--- src/rtl/osc_reset_gen_if.sv ---
// Board-side control/status bundle of osc_reset_gen: standby and reset requests in,
// divided oscillator, strobe and combined system reset out.
interface osc_reset_gen_if;
  logic stdby;
  logic gsr_n;
  logic pur_n;
  logic osc;
  logic osc_tick;
  logic sedstdby;
  logic pur_busy;
  logic sys_rst;

  modport master (
    output stdby, gsr_n, pur_n,
    input  osc, osc_tick, sedstdby, pur_busy, sys_rst
  );

  modport slave (
    input  stdby, gsr_n, pur_n,
    output osc, osc_tick, sedstdby, pur_busy, sys_rst
  );
endinterface

--- src/rtl/osc_reset_gen.sv ---
// Clock/reset housekeeping: osc divider, power-up reset stretcher, gsr/pur synchronizers
// and registered system reset. Define OSC_RST_GATE_EN to hold the divider while sys_rst=1.
module osc_reset_gen #(
  parameter int DIV_HALF    = 2,
  parameter int PUR_CYCLES  = 16,
  parameter int SYNC_STAGES = 2
) (
  input  logic         crystal_osc,
  input  logic         reset,
  osc_reset_gen_if.slave bus
);

  localparam int DIV_W = $clog2(DIV_HALF) + 1;
  localparam int PUR_W = (PUR_CYCLES > 0) ? $clog2(PUR_CYCLES + 1) : 1;
  localparam logic [DIV_W-1:0] DIV_LAST = DIV_W'(DIV_HALF - 1);
  localparam logic [PUR_W-1:0] PUR_LOAD = PUR_W'(PUR_CYCLES);

  logic [DIV_W-1:0]       div_cnt;
  logic                   osc_r;
  logic                   osc_tick_r;
  logic                   sedstdby_r;
  logic [SYNC_STAGES-1:0] gsr_sync;
  logic [SYNC_STAGES-1:0] pur_sync;
  logic [PUR_W-1:0]       pur_cnt;
  logic                   sys_rst_r;
  logic                   gsr_s;
  logic                   pur_s;
  logic                   pur_busy;
  logic                   div_hold;

  function automatic logic [PUR_W-1:0] sat_dec(input logic [PUR_W-1:0] v);
    return (v == '0) ? v : v - PUR_W'(1);
  endfunction

  assign gsr_s    = gsr_sync[SYNC_STAGES-1];
  assign pur_s    = pur_sync[SYNC_STAGES-1];
  assign pur_busy = (pur_cnt != '0);

`ifdef OSC_RST_GATE_EN
  assign div_hold = bus.stdby | sys_rst_r;
`else
  assign div_hold = bus.stdby;
`endif

  // Divider: osc toggles on the terminal count; the strobe marks only the 0->1 edge.
  always_ff @(posedge crystal_osc) begin
    if (reset || div_hold) begin
      div_cnt    <= '0;
      osc_r      <= 1'b0;
      osc_tick_r <= 1'b0;
    end else if (div_cnt == DIV_LAST) begin
      div_cnt    <= '0;
      osc_r      <= ~osc_r;
      osc_tick_r <= ~osc_r;
    end else begin
      div_cnt    <= div_cnt + DIV_W'(1);
      osc_tick_r <= 1'b0;
    end
  end

  // Synchronizers reset to "gsr requested, pur idle" so sys_rst holds until gsr_n is seen high.
  always_ff @(posedge crystal_osc) begin
    if (reset) begin
      gsr_sync   <= '0;
      pur_sync   <= '1;
      sedstdby_r <= 1'b0;
    end else begin
      gsr_sync   <= {gsr_sync[SYNC_STAGES-2:0], bus.gsr_n};
      pur_sync   <= {pur_sync[SYNC_STAGES-2:0], bus.pur_n};
      sedstdby_r <= bus.stdby;
    end
  end

  // Power-up stretch and combined reset register.
  always_ff @(posedge crystal_osc) begin
    if (reset) begin
      pur_cnt   <= PUR_LOAD;
      sys_rst_r <= 1'b1;
    end else begin
      pur_cnt   <= pur_s ? sat_dec(pur_cnt) : PUR_LOAD;
      sys_rst_r <= pur_busy | ~gsr_s;
    end
  end

  assign bus.osc      = osc_r;
  assign bus.osc_tick = osc_tick_r;
  assign bus.sedstdby = sedstdby_r;
  assign bus.pur_busy = pur_busy;
  assign bus.sys_rst  = sys_rst_r;

endmodule

--- src/flat_wrapper.sv ---
// flat-port wrapper written by rule: the top's interface ports become plain ports
module osc_reset_gen_flat 
#(
  parameter int DIV_HALF    = 2,
  parameter int PUR_CYCLES  = 16,
  parameter int SYNC_STAGES = 2
)
  (crystal_osc, reset, bus_stdby, bus_gsr_n, bus_pur_n, bus_osc, bus_osc_tick, bus_sedstdby, bus_pur_busy, bus_sys_rst);
  osc_reset_gen_if bus_i ();
  input  logic crystal_osc;
  input  logic reset;
  input wire logic [$bits(bus_i.stdby)-1:0] bus_stdby;
  input wire logic [$bits(bus_i.gsr_n)-1:0] bus_gsr_n;
  input wire logic [$bits(bus_i.pur_n)-1:0] bus_pur_n;
  output wire logic [$bits(bus_i.osc)-1:0] bus_osc;
  output wire logic [$bits(bus_i.osc_tick)-1:0] bus_osc_tick;
  output wire logic [$bits(bus_i.sedstdby)-1:0] bus_sedstdby;
  output wire logic [$bits(bus_i.pur_busy)-1:0] bus_pur_busy;
  output wire logic [$bits(bus_i.sys_rst)-1:0] bus_sys_rst;
  assign bus_i.stdby = bus_stdby;
  assign bus_i.gsr_n = bus_gsr_n;
  assign bus_i.pur_n = bus_pur_n;
  assign bus_osc = bus_i.osc;
  assign bus_osc_tick = bus_i.osc_tick;
  assign bus_sedstdby = bus_i.sedstdby;
  assign bus_pur_busy = bus_i.pur_busy;
  assign bus_sys_rst = bus_i.sys_rst;
  osc_reset_gen #(.DIV_HALF(DIV_HALF), .PUR_CYCLES(PUR_CYCLES), .SYNC_STAGES(SYNC_STAGES)) u_core (.crystal_osc(crystal_osc), .reset(reset), .bus(bus_i));
endmodule
--- config.mk ---
export PLATFORM = sky130hd
export DESIGN_NAME = osc_reset_gen_flat
export DESIGN_NICKNAME = d
export VERILOG_FILES = /design/src/rtl/osc_reset_gen_if.sv /design/src/rtl/osc_reset_gen.sv /design/src/flat_wrapper.sv
export SDC_FILE = /design/constraint.sdc
export NUM_CORES = 1
export LEC_CHECK = 0
export ABC_AREA = 1
export ABC_CLOCK_PERIOD_IN_PS = 3000
export CAP_MARGIN = 20
export CORE_AREA = 2 2 39 41
export CTS_CLUSTER_DIAMETER = 60
export DETAILED_ROUTE_END_ITERATION = 8
export DIE_AREA = 0 0 41 43
export GPL_TIMING_DRIVEN = 1
export HOLD_SLACK_MARGIN = 0.03
export PLACE_DENSITY = 0.66
export SLEW_MARGIN = 10
export SYNTH_ARGS = -nofsm -noshare
export SYNTH_HDL_FRONTEND = slang
export SYNTH_SLANG_ARGS = --single-unit
export TNS_END_PERCENT = 30
--- constraint.sdc ---
create_clock -name crystal_osc -period 3 [get_ports crystal_osc]
set_input_delay 0.6 -clock crystal_osc [delete_from_list [all_inputs] [get_ports crystal_osc]]
set_output_delay 0.6 -clock crystal_osc [all_outputs]
set_load 0.02 [all_outputs]
==> Word level (Yosys, flattened, before mapping) <==
Cells that the tools add are included.
{ "word_totals": {"register_bits": 15, "latchBits": 0, "memories": 0, "output_inout_bits": 5, "romBits": 0, "ramBits": 0, "elab_cells": 22} }
{ "op_classes": {"addsub": 2, "magnitude_cmp": 0, "mul": 0, "n_mux": 0, "n_reduce_logical": 6, "div_mod_pow": 0, "bitwise_logic": 5, "n_eq_ne": 1, "n_shift": 0} }
{ "ops": {"columns": ["operator", "count"], "rows": [
  ["$reduce_or 2->1", 3],
  ["$logic_not 5->1", 1],
  ["$reduce_bool 5->1", 1],
  ["$sub 5x1->5 const B", 1],
  ["$not 1->1", 4],
  ["$add 2x1->2 const B", 1],
  ["$eq 2x1->1 const B", 1],
  ["$logic_or 1x1->1", 1],
  ["$or 1x1->1", 1]
]} }

==> Longest topological paths before layout <==
{ "depth": {"depth_word": 3, "mapped_depth": 6, "ltp_nobuf": 6} }

==> Least setup slack after synthesis <==
No wires, ideal clock.
{ "synth_timing": {"path_type": "register to output", "from": "register u_core.pur_cnt[0]", "to": "output port bus_pur_busy", "path_slack_ns": 1.607, "t_arrival_ns": 0.793, "stages_incl_launch_ff": 4, "n_path_buf": 0, "required_ns": 2.400, "cell_sequence": "dfxtp_1 -> inv_1 -> ha_1 -> nand3_4"} }
{ "synth_between": {"elab_chain_len": 1} }
{ "synth_lines": {"columns": ["item", "line_no", "rtl"], "rows": [
  ["start: declaration", "osc_reset_gen.sv:24", "logic [PUR_W-1:0] pur_cnt;"],
  ["start signal: assignment", "osc_reset_gen.sv:80", "pur_cnt <= pur_s ? sat_dec(pur_cnt) : PUR_LOAD;"],
  ["$reduce_bool 5->1", "osc_reset_gen.sv:37", "assign pur_busy = (pur_cnt != '0);"],
  ["end: declaration", "flat_wrapper.sv:18", "output wire logic [$bits(bus_i.pur_busy)-1:0] bus_pur_busy;"]
]} }
No other way between the ends.

==> Worst setup path in the final report <==
Ends and elaborated chain as after synthesis.

==> flow_metrics.py <==
metrics = {
    "run_status": {
        "outcome": "finished clean",
    },
    "routing": {
        "vias": 416,
        "vias_per_cell": 4.38,
        "dr.pass1.iters": 3,
        "drtAntennaViolNets": 0,
        "drc": 0,
        "drt-total-wl_um": 763,
        "drt_iter0_drc": 2,
        "wl_per_cell_um": 8.03,
    },
    "placed_design": {
        "dp_cells": 91,
        "io_buffers": 9,
        "preCtsSetupSlack_ns": 1.01,
        "finalWeightedCongestion": 0.645,
        "postPlaceCellArea_sq_um": 672,
        "dp_hpwl_um": 564,
    },
    "grt": {
        "overflow": 0,
        "grt_max_degree": 9,
        "grt_pass1_vias": 353,
        "antenna_found_initial": 0,
        "track_usage_pct": 12.2,
        "grt_pass1_wl_mm": 1.36,
    },
    "die": {
        "die_w_um": 41,
        "io_pins": 10,
        "coreArea_sq_mm": 0.00138,
        "dieArea_sq_mm": 0.00176,
        "placementRows": 14,
        "die_y_um": 43,
        "start_util_pct": 40.6,
    },
    "clock_tree": {
        "cts_setup_buffers": 0,
        "root_buffer": "clkbuf_4",
        "cts_resized": 0,
        "path_clk_slew_ns": 0.08,
        "holdBufCountCts": 0,
        "numCtsBuffers": 3,
        "clock_latency_ns": 0.28,
        "clk_path_buf_depth": 2,
        "cts_tree": "built",
        "cts-htree-levels": 1,
        "cts_sinks": 15,
    },
    "timing": {
        "whs_ns": 0.395,
        "report.final.slew_viol_count": 0,
        "tns_ns": 0,
        "slew_headroom_pct": 83.8,
        "max_freq_mhz": 434,
        "setup_ws_ns": 0.695,
        "clock_skew_ns": 0.00384,
        "rsz0062_at_grt": "no",
        "finalHoldViolations": 0,
        "worst_pin_slew_ns": 0.243,
        "period_minus_slack_ns": 2.30,
        "finalSetupViolCount": 0,
        "post-route-period-util_pct": 76.8,
    },
    "cells_and_area": {
        "antennaDiodeCount": 0,
        "drive_above_1_share_pct": 8.86,
        "multi_input_area_sq_um": 209,
        "fin_nets": 87,
        "num-fill-cells": 144,
        "stdcell_area_sq_um": 698,
        "finalNonFillerCells": 95,
        "post-route-util_pct": 50.5,
        "seqCellArea_sq_um": 300,
        "syn2layout_area_growth_pct": 24.3,
    },
    "yosys": {
        "synth_edf_count": 0,
        "ys_top_cells_by_count": "dfxtp_1, inv_1, nand2_1",
        "async_reset_ff_share_pct": 0,
        "synth_top_cell_by_area": "dfxtp_1",
        "synthTopCellsByArea": "dfxtp_1, inv_1, nand2_1, nor2_1, ha_1",
        "synth.avg_cell_area_sq_um": 8.51,
        "syn-cell-area_sq_um": 562,
        "synth_cells": 66,
        "synth_top_flop_cell": "dfxtp_1",
        "syn_nets": 73,
        "synthMostInstantiatedCell": "dfxtp_1",
        "yosysWarnings": 0,
        "synth_cell_types": 15,
        "yosys_register_bits": 15,
        "ys_seq_area_share_pct": 53.5,
        "synth_top_area_share_pct": 53.5,
    },
    "pwr": {
        "pwr_density_cell_mw_per_mm2": 707,
        "p_leak_nw": 0.325,
        "switching_share_pct": 32.0,
        "p_comb_share_pct": 27.7,
        "finalPower_uw": 494,
        "vdd_ir_drop_max_mv": 0.431,
        "clkPwrFrac_pct": 22.8,
        "p_sw_uw": 158,
        "p_seq_share_pct": 49.4,
        "intPower_uw": 336,
    },
    "min_path": {
        "holdPathEnd": "u_core.bus.sys_rst$_SDFF_PP1_",
        "hold_depth": 1,
        "min_from": "u_core.gsr_sync[1]$_SDFF_PP0_",
        "hp-class": "reg -> reg",
    },
    "worst_setup_path": {
        "endpoint_kind": "output pin",
        "cp.required_ns": 2.40,
        "startpoint_type": "register",
        "timing.rr.end": "u_core.bus.sys_rst$_SDFF_PP1_",
        "critPathMaxFanout": 5,
        "cp.arrival_ns": 1.70,
        "crit_start": "u_core.pur_cnt[0]$_SDFFE_PP0P_",
        "critPathKind": "reg -> out",
        "reg2reg_slack_ns": 1.90,
        "ff2ff_path_depth": 4,
        "critical_path.reg2reg.startpoint": "u_core.pur_cnt[0]$_SDFFE_PP0P_",
    },
    "job": {
        "drv_cap": 0,
    },
}
[worst max-delay path by stage]
stage / to / slack (ns) / cells after the start
after floorplan: bus_pur_busy / 1.61 / 3
after global placement: bus_pur_busy / 1.02 / 4
after detailed placement: bus_pur_busy / 1.01 / 4
after CTS: bus_pur_busy / 0.68 / 4
after global routing: bus_pur_busy / 0.57 / 4
final: bus_pur_busy / 0.70 / 4
[logic make-up (layout without fill, tap and decap cells)]
group,after synthesis,after routing,synth area share [%]
buf+inv,14,27,9.35
fa+ha+maj,2,2,4.45
xor+xnor,1,1,1.56
flops,15,15,53.5
simple gates,33,33,30.1
compound gates,1,1,1.11
[sequential cells by signal (all words and copies together) (netlist names)]
register,count
u_core.pur_cnt,5
u_core.bus.osc_tick,1
u_core.gsr_sync,2
u_core.div_cnt,2
u_core.bus.sys_rst,1
u_core.bus.sedstdby,1
u_core.bus.osc,1
u_core.pur_sync,2
[cells in the final DEF (no fill, tap or decap)]
cell type        netlist  final
clkbuf_1               0      1
clkbuf_4               0      3
clkdlybuf4s50_1        0      9
dfxtp_1               15     15
ha_1                   2      2
inv_1                 13     13
inv_2                  1      1
nand2_1               12     12
nand3_1                1      1
nand3_4                1      1
nand3b_1               2      2
nand4_1                3      3
nor2_1                10     10
nor2_2                 1      1
nor2_4                 1      1
o22ai_1                1      1
or2_1                  2      2
xnor2_1                1      1
[final cells by class]
cell class / count / share of cell area (%)
clock buffer: 4 / 3.76
inverter: 14 / 7.53
multi-input combinational: 37 / 29.9
sequential: 15 / 43.0
tap: 16 / 2.87
timing repair buffer: 9 / 12.9
[metal layers]
metal	GRT usage (%)	vias up	part of all wire, %
met5	0	-	0
met4	6.00	0	2.8
met3	9.42	5	8.5
met2	14.7	11	42
met1	15.3	172	46
li1	-	228	-
[worst max-delay path: stages, from the launching register on]
cell and delay (ns):
dfxtp_1 0.33, inv_1 0.07, ha_1 0.29, nand3_4 0.13, clkdlybuf4s50_1 0.60
[power groups by stage]
| stage | logic [mW] | registers [mW] | clock network, mW |
|---|---|---|---|
| after floorplan | 0.105 | 0.248 | 0 |
| after global placement | 0.135 | 0.248 | 0 |
| after detailed placement | 0.136 | 0.248 | 0 |
| after CTS | 0.138 | 0.244 | 0.118 |
| after global routing | 0.156 | 0.246 | 0.129 |
| final | 0.137 | 0.244 | 0.113 |
Power figures use the tool's default switching activity.
